**src/rtl/scrambler_partition_pipe.sv**
```systemverilog
// Purpose: scrambles TCDM request addresses (stack swizzle or programmable heap partitions).
// Latency: 2 cycles from request accept to rsp_valid_o, 1 result per cycle when not stalled.
// Backpressure: valid/ready on both sides; req_ready_o drops only when both stages are full or a config write is accepted.
//
// Ports:
//   clk_i, rst_i                    clock, synchronous active-high reset
//   cfg_valid_i/cfg_ready_o         config write handshake (ready only with an empty pipe)
//   cfg_idx_i, cfg_start_i,
//   cfg_rows_i, cfg_group_i         partition entry index, base, row count R, group factor G
//   cfg_err_o                       sticky flag, set by any invalid config write
//   req_valid_i/req_ready_o/req_addr_i   input request
//   rsp_valid_o/rsp_ready_i/rsp_addr_o/rsp_region_o  scrambled output and region code
module scrambler_partition_pipe #(
    parameter int AddrWidth         = 32,
    parameter int ByteOffset        = 2,
    parameter int NumTiles          = 128,
    parameter int NumBanksPerTile   = 16,
    parameter int SeqMemSizePerTile = 2048,
    parameter int NumPartitions     = 4,
    localparam int IdxW = (NumPartitions > 1) ? $clog2(NumPartitions) : 1,
    localparam int RegW = $clog2(NumPartitions + 2)
) (
    input  logic                 clk_i,
    input  logic                 rst_i,
    input  logic                 cfg_valid_i,
    output logic                 cfg_ready_o,
    input  logic [IdxW-1:0]      cfg_idx_i,
    input  logic [AddrWidth-1:0] cfg_start_i,
    input  logic [7:0]           cfg_rows_i,
    input  logic [7:0]           cfg_group_i,
    output logic                 cfg_err_o,
    input  logic                 req_valid_i,
    output logic                 req_ready_o,
    input  logic [AddrWidth-1:0] req_addr_i,
    output logic                 rsp_valid_o,
    input  logic                 rsp_ready_i,
    output logic [AddrWidth-1:0] rsp_addr_o,
    output logic [RegW-1:0]      rsp_region_o
);
    localparam int T       = $clog2(NumTiles);
    localparam int C       = ByteOffset + $clog2(NumBanksPerTile);
    localparam int S       = $clog2(SeqMemSizePerTile) - C;
    localparam int RowBits = C + T;
    localparam logic [AddrWidth:0]   StackLimit = (AddrWidth+1)'(NumTiles * SeqMemSizePerTile);
    localparam logic [AddrWidth-1:0] AllOnes    = '1;

    // Log2 of a one-hot byte.
    function automatic logic [3:0] log2_8(input logic [7:0] v);
        log2_8 = '0;
        for (int i = 0; i < 8; i++) begin
            if (v[i]) log2_8 = 4'(i);
        end
    endfunction

    // Partition table
    logic [NumPartitions-1:0] part_en;
    logic [AddrWidth-1:0]     part_start [NumPartitions];
    logic [AddrWidth:0]       part_limit [NumPartitions];
    logic [3:0]               part_r     [NumPartitions];
    logic [3:0]               part_g     [NumPartitions];

    // Pipeline state
    logic                 s1_valid;
    logic [AddrWidth-1:0] s1_addr;
    logic [RegW-1:0]      s1_region;
    logic [AddrWidth-1:0] s1_start;
    logic [3:0]           s1_r;
    logic [3:0]           s1_g;

    // Handshake
    logic cfg_accept, req_accept, s1_load, s1_advance, s2_load;

    assign s2_load     = !rsp_valid_o || rsp_ready_i;
    assign s1_advance  = s1_valid && s2_load;
    assign s1_load     = !s1_valid || s1_advance;
    assign cfg_ready_o = !s1_valid && !rsp_valid_o;
    assign cfg_accept  = cfg_valid_i && cfg_ready_o;
    assign req_ready_o = s1_load && !cfg_accept;
    assign req_accept  = req_valid_i && req_ready_o;

    // Config validation. R = 0 is a legal disable regardless of the other fields.
    logic               rows_pow2, group_ok, start_ok, cfg_ok, cfg_en;
    logic [AddrWidth:0] cfg_limit;

    always_comb begin
        rows_pow2 = (cfg_rows_i & (cfg_rows_i - 8'd1)) == 8'd0;
        group_ok  = (cfg_group_i != 8'd0) && ((cfg_group_i & (cfg_group_i - 8'd1)) == 8'd0)
                    && (32'(cfg_group_i) <= 32'(NumTiles));
        start_ok  = cfg_start_i[RowBits-1:0] == '0;
        cfg_ok    = (cfg_rows_i == 8'd0) || (rows_pow2 && group_ok && start_ok);
        cfg_en    = cfg_ok && (cfg_rows_i != 8'd0);
        // One extra bit so a partition ending at the top of memory does not wrap.
        cfg_limit = {1'b0, cfg_start_i} + ((AddrWidth+1)'(cfg_rows_i) << RowBits);
    end

    always_ff @(posedge clk_i) begin
        if (rst_i) begin
            part_en   <= '0;
            cfg_err_o <= 1'b0;
            for (int p = 0; p < NumPartitions; p++) begin
                part_start[p] <= '0;
                part_limit[p] <= '0;
                part_r[p]     <= '0;
                part_g[p]     <= '0;
            end
        end else if (cfg_accept) begin
            if (!cfg_ok) cfg_err_o <= 1'b1;
            for (int p = 0; p < NumPartitions; p++) begin
                if (cfg_idx_i == IdxW'(p)) begin
                    part_en[p]    <= cfg_en;
                    part_start[p] <= cfg_start_i;
                    part_limit[p] <= cfg_limit;
                    part_r[p]     <= log2_8(cfg_rows_i);
                    part_g[p]     <= log2_8(cfg_group_i);
                end
            end
        end
    end

    // Stage 1 region lookup: stack first, then lowest-index enabled partition.
    logic                 hit_found;
    logic [RegW-1:0]      hit_region;
    logic [AddrWidth-1:0] hit_start;
    logic [3:0]           hit_r, hit_g;

    always_comb begin
        hit_found  = 1'b0;
        hit_region = '0;
        hit_start  = '0;
        hit_r      = '0;
        hit_g      = '0;
        if ({1'b0, req_addr_i} < StackLimit) begin
            hit_found  = 1'b1;
            hit_region = RegW'(1);
        end
        for (int p = 0; p < NumPartitions; p++) begin
            if (!hit_found && part_en[p] && (req_addr_i >= part_start[p])
                && ({1'b0, req_addr_i} < part_limit[p])) begin
                hit_found  = 1'b1;
                hit_region = RegW'(p + 2);
                hit_start  = part_start[p];
                hit_r      = part_r[p];
                hit_g      = part_g[p];
            end
        end
    end

    always_ff @(posedge clk_i) begin
        if (rst_i) begin
            s1_valid  <= 1'b0;
            s1_addr   <= '0;
            s1_region <= '0;
            s1_start  <= '0;
            s1_r      <= '0;
            s1_g      <= '0;
        end else begin
            if (s1_load) s1_valid <= req_accept;
            if (req_accept) begin
                s1_addr   <= req_addr_i;
                s1_region <= hit_region;
                s1_start  <= hit_start;
                s1_r      <= hit_r;
                s1_g      <= hit_g;
            end
        end
    end

    // Stage 2 address mapping. w holds the T+r word-index bits above the bank offset;
    // its low g bits and top T-g bits form the tile, the middle r bits the row.
    logic [AddrWidth-1:0] off, w, w_lo, w_hi, row, tile, part_addr, stack_addr, map_addr;
    logic [7:0]           sh_tr, sh_gr;

    always_comb begin
        off        = s1_addr - s1_start;
        sh_tr      = 8'(T) + {4'b0, s1_r};
        sh_gr      = {4'b0, s1_g} + {4'b0, s1_r};
        w          = (off >> C) & ~(AllOnes << sh_tr);
        w_lo       = w & ~(AllOnes << s1_g);
        row        = (w >> s1_g) & ~(AllOnes << s1_r);
        w_hi       = w >> sh_gr;
        tile       = (w_hi << s1_g) | w_lo;
        part_addr  = s1_start + (row << RowBits) + (tile << C) + (off & ~(AllOnes << C));
        stack_addr = s1_addr;
        stack_addr[C+S+T-1:C] = {s1_addr[C+S-1:C], s1_addr[C+S+T-1:C+S]};
        if (s1_region == RegW'(0))      map_addr = s1_addr;
        else if (s1_region == RegW'(1)) map_addr = stack_addr;
        else                            map_addr = part_addr;
    end

    always_ff @(posedge clk_i) begin
        if (rst_i) begin
            rsp_valid_o  <= 1'b0;
            rsp_addr_o   <= '0;
            rsp_region_o <= '0;
        end else begin
            if (s2_load) rsp_valid_o <= s1_valid;
            if (s1_advance) begin
                rsp_addr_o   <= map_addr;
                rsp_region_o <= s1_region;
            end
        end
    end
endmodule

```
**config.mk**
```make
export PLATFORM = sky130hd
export DESIGN_NAME = scrambler_partition_pipe
export DESIGN_NICKNAME = d
export VERILOG_FILES = /design/src/rtl/scrambler_partition_pipe.sv
export SDC_FILE = /design/constraint.sdc
export NUM_CORES = 1
export LEC_CHECK = 0
export ABC_AREA = 1
export CORE_UTILIZATION = 55
export CTS_CLUSTER_DIAMETER = 80
export DETAILED_ROUTE_END_ITERATION = 10
export PLACE_DENSITY = 0.72
export SYNTH_ARGS = -nofsm -noshare
export SYNTH_HDL_FRONTEND = slang
export SYNTH_SLANG_ARGS = --single-unit
```
**constraint.sdc**
```tcl
create_clock -name clk_i -period 12.5 [get_ports clk_i]
set_input_delay 1.25 -clock clk_i [delete_from_list [all_inputs] [get_ports clk_i]]
set_output_delay 1.25 -clock clk_i [all_outputs]
set_load 0.005 [all_outputs]
```
# Word level (Yosys, flattened, before mapping)
# Memories as Yosys holds them, arrays and structs flattened.
# Index checks and enable logic that the tools add are counted.
# totals
input_bits	87
memories	4
reg_bits	117
ram_bits	292
# classes
add_sub_neg	9
reduce_logical	45
n_mux	95
n_bitwise	26
n_lt_le_gt_ge	10
shift	6
n_eq_ne	4
# memory_table
memory	words	width	read_ports	rd_ports_with_merged_regs	write_ports	line	text
part_limit	4	33	4	0	4	58	logic [AddrWidth:0] part_limit [NumPartitions];
part_start	4	32	4	0	4	57	logic [AddrWidth-1:0] part_start [NumPartitions];
part_g	4	4	4	0	4	60	logic [3:0] part_g [NumPartitions];
part_r	4	4	4	0	4	59	logic [3:0] part_r [NumPartitions];
# op_table
cell	n
$mux W32	10
$mux W4	52
$lt A32 B33 Y1	4
$mux W33	4
$ge A32 B32 Y1	4
$add A32 B32 Y32	2
$add A32 B21 Y33	1
$add A32 B6 Y32	1
$and A26 B32 Y32	1
$lt A32 B19 Y1 const B	1
$not A32 Y32	1
$shl A32 B4 Y19 const A	1
$shl A32 B4 Y26	1
$shl A32 B4 Y26 const A	1
$shl A32 B5 Y32 const A	1
$shr A32 B4 Y19	1
$shr A32 B5 Y32	1
$sub A32 B32 Y32	1
$and A26 B26 Y26	1
$not A26 Y26	1
$or A26 B26 Y26	1
$mux W1	25
$logic_not A8 Y1	3
$logic_and A1 B1 Y1	22
other kinds (20)	54

# Longest topological paths before layout
# Gate-level depths: netlist of run 1.
# logic_depth
word_depth	22
ltp_mapped	39
mapped_depth_nobuf	39

# Worst setup path before layout of run 1
# No wires, ideal clock.
# synth_timing
path_type	flip-flop to flip-flop
from	reg s1_g[1]
to	reg rsp_addr_o[29]
t_arrival_ns	4.750
slack_ns	7.618
path_buffers	4
stages_incl_launch_ff	27
setup_time_ns	0.132
synth_period_minus_slack_ns	4.882
path_cell_list	dfxtp_1 -> clkbuf_1 -> inv_1 -> clkbuf_1 -> buf_2 -> fa_1 -> xnor2_1 -> clkinv_1 -> buf_2 -> a21oi_1 -> nand3_1 -> nand3_1 -> nand2_1 -> nand2_1 -> nand2_1 -> fa_1 -> inv_1 -> ha_1 -> nand2_1 -> nor4_1 -> nand3_1 -> nand3_1 -> a21oi_1 -> o21ai_0 -> nor2_1 -> o21ai_0 -> a21oi_1
# synth_via
elab_chain_cells	8
word_cells_on_any_way	14
# synth_lines
element	line	text
start: declaration	68	logic [3:0] s1_g;
start signal: assignment	163	s1_g <= hit_g;
$add A4 B4 Y5 / $shl A32 B4 Y26 (equally long branches)	176, 178	
$shr A32 B5 Y32 / $not A26 Y26 (equally long branches)	180, 178	
$shl A32 B4 Y26 / $and A26 B26 Y26 (equally long branches)	181, 178	
$or A26 B26 Y26	181	tile = (w_hi << s1_g) | w_lo;
$add A32 B32 Y32 (*)	182	part_addr = s1_start + (row << RowBits) + (tile << C) + (off & ~(AllOnes << C));
$add A32 B6 Y32 (*)	182	
$mux W32 (*)	186	else if (s1_region == RegW'(1)) map_addr = stack_addr;
$mux W32 (*)	185	if (s1_region == RegW'(0)) map_addr = s1_addr;
end signal: assignment	198	rsp_addr_o <= map_addr;
end: declaration	37	output logic [AddrWidth-1:0] rsp_addr_o,
# Mark *: on every way between the ends. The rest lies on a longest branch, timed or not.
# A chain may end at the register's enable or synchronous reset.

# Worst setup path in the final report of run 1
# Ends and elaborated chain as after synthesis.

==> results of run 1 <==
==> state kept, by name, indices dropped and copies added (netlist names) <==
name / cells
cfg_err_o: 1
rsp_addr_o: 32
part_limit: 106
part_start: 102
rsp_valid_o: 1
rsp_region_o: 3
s1_start: 32
s1_addr: 32
part_g: 12
s1_valid: 1
s1_g: 3
s1_r: 3
part_en: 4
part_r: 12
s1_region: 3
==> kinds of logic (layout without fill, tap and decap cells) <==
group,after synthesis,count (layout),synth area share [%]
DFF,347,347,35.9
and+or+nand+nor,1578,1578,26.1
adders and majority gates,301,301,14.9
buffers and inverters,644,741,9.68
AOI/OAI and AO/OA,575,575,12.5
xor gates and xnor gates,27,27,0.916
==> layout make-up <==
| cell class | count | share of cell area [%] |
|---|---|---|
| clock buffer | 55 | 3.89 |
| timing repair buffer | 145 | 4.85 |
| sequential | 347 | 32.2 |
| multi-input combinational | 2481 | 49.0 |
| tap | 607 | 2.64 |
| inverter | 523 | 6.82 |
| clock inverter | 18 | 0.622 |
==> routing by layer <==
| layer | vias up | share of wire [%] |
|---|---|---|
| li1 | 11700 | - |
| met1 | 11400 | 43 |
| met2 | 1035 | 45 |
| met3 | 195 | 7.9 |
| met4 | 0 | 4.4 |
| met5 | - | 0 |
==> worst max-delay path, stage by stage, from the launching register on <==
cell and delay, ns:
dfxtp_1 0.95, inv_1 0.60, fa_1 1.13, inv_1 0.43, nand3_1 0.23, nand3_1 0.09
nand2_1 0.07, inv_1 0.05, nand2_1 0.08, nand3_1 0.11, nand3_1 0.10, nand2_1 0.10
nand2_1 0.07, nand2_1 0.07, fa_1 0.48, inv_1 0.05, ha_1 0.38, nand2_1 0.12
nor4_1 0.48, nand3_1 0.14, nand3_1 0.13, a21oi_1 0.11, o21ai_0 0.25, nor2_1 0.07
o21ai_0 0.16, a21oi_1 0.08
==> power by group <==
part	switching, mW	total (mW)	internal (mW)
combinational	0.505	0.759	0.254
clock	0.499	1.16	0.658
sequential	0.0340	1.32	1.29
==> per-stage QoR <==
step	setup WS [ns]	std cells
2_1_floorplan	7.62	3472
3_3_place_gp	6.04	4103
3_5_place_dp	5.97	4103
4_1_cts	5.93	4176
5_1_grt	5.19	4176
6_report	5.83	4176
==> cell usage in the layout (no fill, tap or decap), types with 9 or more instances in the layout <==
cell type        netlist  routed
nand2_1              732     724
o211ai_1              12      12
a31oi_1               13      13
inv_1                506     505
clkbuf_1              74      10
a21oi_1              291     290
nor4_1                14      14
ha_1                 289     289
nand3_1              292     292
clkbuf_16              0      41
nand2_2               13      21
o21ai_0              145     145
a221oi_1              13      13
o21ai_2               12      12
nand4_1               86      86
nor3_1                25      25
a21o_1                12      12
buf_4                  2      20
o21a_1                15      15
dfxtp_1              115     115
nor2_2                 8       9
fa_1                  11      11
o21ai_1               15      15
clkdlybuf4s50_1        0     124
clkinv_1               5      10
inv_2                 12      12
edfxtp_1             232     232
nor2_1               385     384
xor2_1                20      20
==> worst paths after layout <==
| path | endpoint | slack [ns] | cells past startpoint |
|---|---|---|---|
| worst min register to register | s1_addr[29] | 0.46 | 2 |
| worst max-delay path | rsp_addr_o[29] | 5.83 | 25 |
| worst max register to register | rsp_addr_o[29] | 5.83 | 25 |
| worst min-delay path | s1_addr[29] | 0.46 | 2 |
==> flow_summary_export.csv, run 1 <==
group,metric,value,unit
synthesis,synth_enable_flop_cells,232,
synthesis,synth_commonest_cells,"nand2_1, inv_1, nor2_1",
synthesis,synthDistinctLibCells,60,
min_path,holdCritStartpoint,"s1_addr[29]",
global_routing,grt_busiest_layer,"met2",
global_routing,grt-ovfl-total,0,
detailed_routing,drc,0,
synthesis,post-synth-top-count-cell,"nand2_1",
worst_setup_path,arrival,7.09,ns
detailed_routing,num_vias,24400,
worst_setup_path,worstSetupStartpoint,"s1_g[1]",
run_status,status,"finished, final reports clean",
global_routing,grt_util_met1,46.8,%
synthesis,syn_area,25800,sq um
worst_setup_path,cp.required,12.92,ns
flow_run,drv_cap,0,
min_path,min_path_type,"flip-flop to flip-flop",
pwr,powerDensity,112,nW/um^2
cts,clock_latency,0.59,ns
sta,hold_viol,0,
sta,grt_setup_unrepaired,"false",
global_routing,grt_usage,34.8,%
sta,fin_crit_sh,53.4,%
cells_and_area,post-route-util,61.9,%
global_routing,grt_max_degree,76,
placed_design,portBuffers,125,
synthesis,synth_top_cell_by_area,"edfxtp_1",
placed_design,dp_hpwl,63900,um
floorplan,die_x,219,um
cells_and_area,layout-drive-gt1-share,4.40,%
cts,clk_pin_slew,0.06,ns
cells_and_area,fin_area,28800,sq um
cts,clock-sinks,347,
worst_setup_path,worstSetupPathType,"flip-flop to flip-flop",
sta,worst_pin_slew,1.17,ns
floorplan,die_h,219,um
sta,slew_viol_final,0,
placed_design,dpl_cell_area,27500,sq um
global_routing,grt_pass1_vias,23000,
synthesis,syn_area_per_cell,7.44,sq um
sta,skew,0.0254,ns
detailed_routing,wirelength,83000,um
sta,slew_headroom,22.2,%
cts,post_cts_resize_count,0,
synthesis,yosysTopAreaCellShare,27.0,%
synthesis,ys.flop_type,"edfxtp_1",
cells_and_area,area_growth,11.4,%
cells_and_area,antenna_cells,0,
cts,post-cts-setup-buffers,0,
cells_and_area,multiInputGateArea,14100,sq um
sta,timing.fmax,150,MHz
cts,ctsRootBufferMaster,"clkbuf_16",
sta,setup_tns,0,ns
synthesis,yosys-top-cells-area,"edfxtp_1, ha_1, nand2_1",
global_routing,antenna_found_initial,0,
detailed_routing,first_iter_violations,2553,
sta,whs,0.460,ns
pwr,ir_drop,131,uV
synthesis,synth_warnings,0,
detailed_routing,avgRoutedWirePerCell,19.9,um
floorplan,die_area,47800,sq um
cts,ctsHoldBuffers,0,
cts,cts_tree,"yes",
cells_and_area,finalNetCount,3926,
worst_setup_path,end_kind,"flip-flop",
pwr,p_total,3.24,mW
global_routing,grt_use_met2,55.4,%
synthesis,async_flop_share,0,%
worst_setup_path,startpoint_type,"flip-flop",
cts,clk_path_buf_depth,3,
synthesis,synth_seq_cells,347,
global_routing,grt_pass1_wl,128000,um
detailed_routing,dr.pass1.iters,7,
worst_setup_path,worstReg2RegStart,"s1_g[1]",
pwr,p_leak,13.3,nW
global_routing,use_met3,4.86,%
floorplan,core,46500,sq um
cells_and_area,seq_area,9270,sq um
detailed_routing,vias_per_cell,5.85,
sta,setup_violations,0,
synthesis,mappedNetlistNets,3859,
cts,cts_buffers,41,
placed_design,routabilityCongestion,0.971,
sta,period_needed,6.67,ns
detailed_routing,ant_nets,0,
cells_and_area,nFillCells,4144,
synthesis,ys_seq_area_share,35.9,%
floorplan,initial_core_util,55.6,%
floorplan,io_pins,126,
cts,htree_levels,2,
worst_setup_path,cp_max_fo,27,
synthesis,postSynthCellCount,3472,
floorplan,rows,79,
Note: power is estimated with default switching activity, not from simulation.
==> run 2: changes to the inputs <==
Settings changed: PLACE_DENSITY 0.72 to 0.75.
Clock period 12.5 ns to 5.8 ns, I/O delays scaled along.
==> run 2 against run 1 <==
  * Sequential power rose by 110%
  * Critical path depth increased by 8
  * Global-route usage fell by 1.2 points
  * Non-clock buffer count rose by 42
  * Final area is 1.6% higher
  * Combinational power is 120% higher
  * Clock power up 130%
  * Fmax is 24% higher
  * Highest routed layer unchanged
  * Clock skew rose by 0.013 ns
  * Register-to-register slack got worse by 5.4 ns
  * Via count decreased by 0.84%
==> flow_summary_export.csv, run 2 (synthesized netlist as in run 1, its figures left out) <==
group,metric,value,unit
floorplan,initial_core_util,55.6,%
sta,timing.fmax,186,MHz
cts,clk_pin_slew,0.06,ns
cts,clock_latency,0.61,ns
global_routing,antenna_found_initial,0,
cells_and_area,antenna_cells,0,
cts,ctsRootBufferMaster,"clkbuf_16",
cts,cts_buffers,42,
pwr,clkPwrFrac,36.9,%
cts,cts_tree,"yes",
cells_and_area,layout_commonest_cell,"nand2_1",
placed_design,dp_hpwl,61400,um
worst_setup_path,worstSetupPathType,"flip-flop to flip-flop",
pwr,power_frac_seq,39.7,%
pwr,swShare,32.3,%
min_path,holdCritStartpoint,"s1_addr[28]",
worst_setup_path,cp.buffers_inverters,3,
worst_setup_path,cp.required,6.24,ns
pwr,combinationalPowerShare,23.4,%
cts,clock-sinks,347,
pwr,internal_power,4.83,mW
pwr,ir_drop,255,uV
flow_run,drv_cap,0,
floorplan,io_pins,126,
min_path,worstHoldPathCells,2,
sta,fin_ws,0.433,ns
worst_setup_path,r2r_slack,0.43,ns
cells_and_area,fin_area,29200,sq um
cts,post-cts-setup-buffers,0,
cells_and_area,finalNetCount,3969,
sta,slew_viol_final,0,
cells_and_area,final_cells,4222,
placed_design,routabilityCongestion,1.02,
run_status,status,"finished, final reports clean",
worst_setup_path,arrival,5.80,ns
placed_design,portBuffers,125,
sta,fin_crit_sh,92.5,%
worst_setup_path,crit_family,"simple AND/OR/NAND/NOR gates",
floorplan,die_area,47800,sq um
floorplan,die_h,219,um
worst_setup_path,slowest_delay,0.54,ns
sta,whs,0.457,ns
pwr,p_total,7.13,mW
cts,ctsHoldBuffers,0,
min_path,min_path_type,"flip-flop to flip-flop",
detailed_routing,vias_per_cell,5.74,
detailed_routing,drc,0,
cells_and_area,largestRegisters,"part_limit x106, part_start x102",
worst_setup_path,worst_path_max_delay_cell,"fa_1",
cells_and_area,final_cell_mix,"nand2_1, inv_1, nor2_1",
sta,setup_violations,0,
global_routing,grt_pass1_wl,123000,um
pwr,p_leak,13.6,nW
global_routing,grt_max_degree,77,
detailed_routing,num_vias,24200,
detailed_routing,wirelength,80000,um
pwr,powerDensity,244,nW/um^2
cts,clk_path_buf_depth,3,
detailed_routing,ant_nets,0,
sta,slew_headroom,23.5,%
sta,period_needed,5.37,ns
worst_setup_path,timing.rr.end,"rsp_addr_o[29]",
cells_and_area,top_register,"part_limit",
detailed_routing,dr.pass1.iters,6,
floorplan,die_x,219,um
worst_setup_path,path_common_cell,"nand2_1",
detailed_routing,first_iter_violations,2243,
placed_design,dpl_worst_slack,0.446,ns
worst_setup_path,startpoint_type,"flip-flop",
cts,htree_levels,2,
cells_and_area,layout-drive-gt1-share,5.98,%
placed_design,dpl_cell_area,27800,sq um
worst_setup_path,worstReg2RegStart,"s1_addr[0]",
worst_setup_path,rr_worst_depth,33,
global_routing,grt-ovfl-total,0,
min_path,holdPathEnd,"s1_addr[28]",
floorplan,rows,79,
cells_and_area,area_growth,13.2,%
cts,post_cts_resize_count,0,
global_routing,grt_usage,33.5,%
placed_design,dpl.cell_count,4145,
sta,hold_viol,0,
cells_and_area,largest_reg_flops,106,
detailed_routing,avgRoutedWirePerCell,19.0,um
floorplan,core,46500,sq um
sta,skew,0.0384,ns
global_routing,grt_pass1_vias,22500,
worst_setup_path,end_kind,"flip-flop",
cells_and_area,nFillCells,4188,
worst_setup_path,cp_max_fo,5,
pwr,p_sw,2.30,mW
sta,worst_pin_slew,1.14,ns
-- run 2: worst max-delay path by stage --
| stage | startpoint | cells past startpoint | slack (ns) | to |
|---|---|---|---|---|
| global placement | s1_addr[0] | 32 | 0.50 | rsp_addr_o[18] |
| floorplan | s1_g[1] | 26 | 0.92 | rsp_addr_o[29] |
| finish | s1_addr[0] | 33 | 0.43 | rsp_addr_o[29] |
| global route | s1_addr[0] | 35 | -0.003 | rsp_addr_o[22] |
| detailed placement | s1_r[1] | 27 | 0.45 | rsp_addr_o[29] |
| CTS | s1_r[1] | 27 | 0.43 | rsp_addr_o[29] |
-- run 2: per-layer routing --
layer  GRT usage (%)  up-vias  part of all wire [%]
met3            5.69      158                   8.6
met4            13.3        0                   3.7
met5               0        -                     0
met2            53.0     1061                    45
met1            45.5    11200                    43
li1                -    11900                     -
-- run 2: power groups by stage --
stage / clock, mW / sequential [mW] / combinational [mW]
after floorplan: 0 / 2.87 / 1.08
after detailed placement: 0 / 2.88 / 1.62
final: 2.63 / 2.83 / 1.67
after global routing: 2.75 / 2.85 / 1.87
after CTS: 2.65 / 2.83 / 1.63
after global placement: 0 / 2.88 / 1.61
-- run 2: final cells by class --
class	instances	area, sq um	area share, %
well taps	607	759	2.60
flip-flops and latches	347	9270	31.7
inverters	523	1970	6.73
clock buffers	57	1180	4.04
repair buffers	187	1720	5.90
clock inverters	20	185	0.634
multi-input cells	2481	14100	48.4
-- run 2: tightest hold or removal path, stage by stage (launching register included) --
cell,delay [ns]
dfxtp_1,0.29
inv_1,0.06
a21oi_1,0.05
-- run 2: metrics by stage --
step / utilization [%] / TNS, ns
after global routing: 62.9 / -0.00349
final: 62.9 / 0
after floorplan: - / 0
after detailed placement: 59.9 / 0
after global placement: 59.9 / 0
after CTS: 62.8 / 0
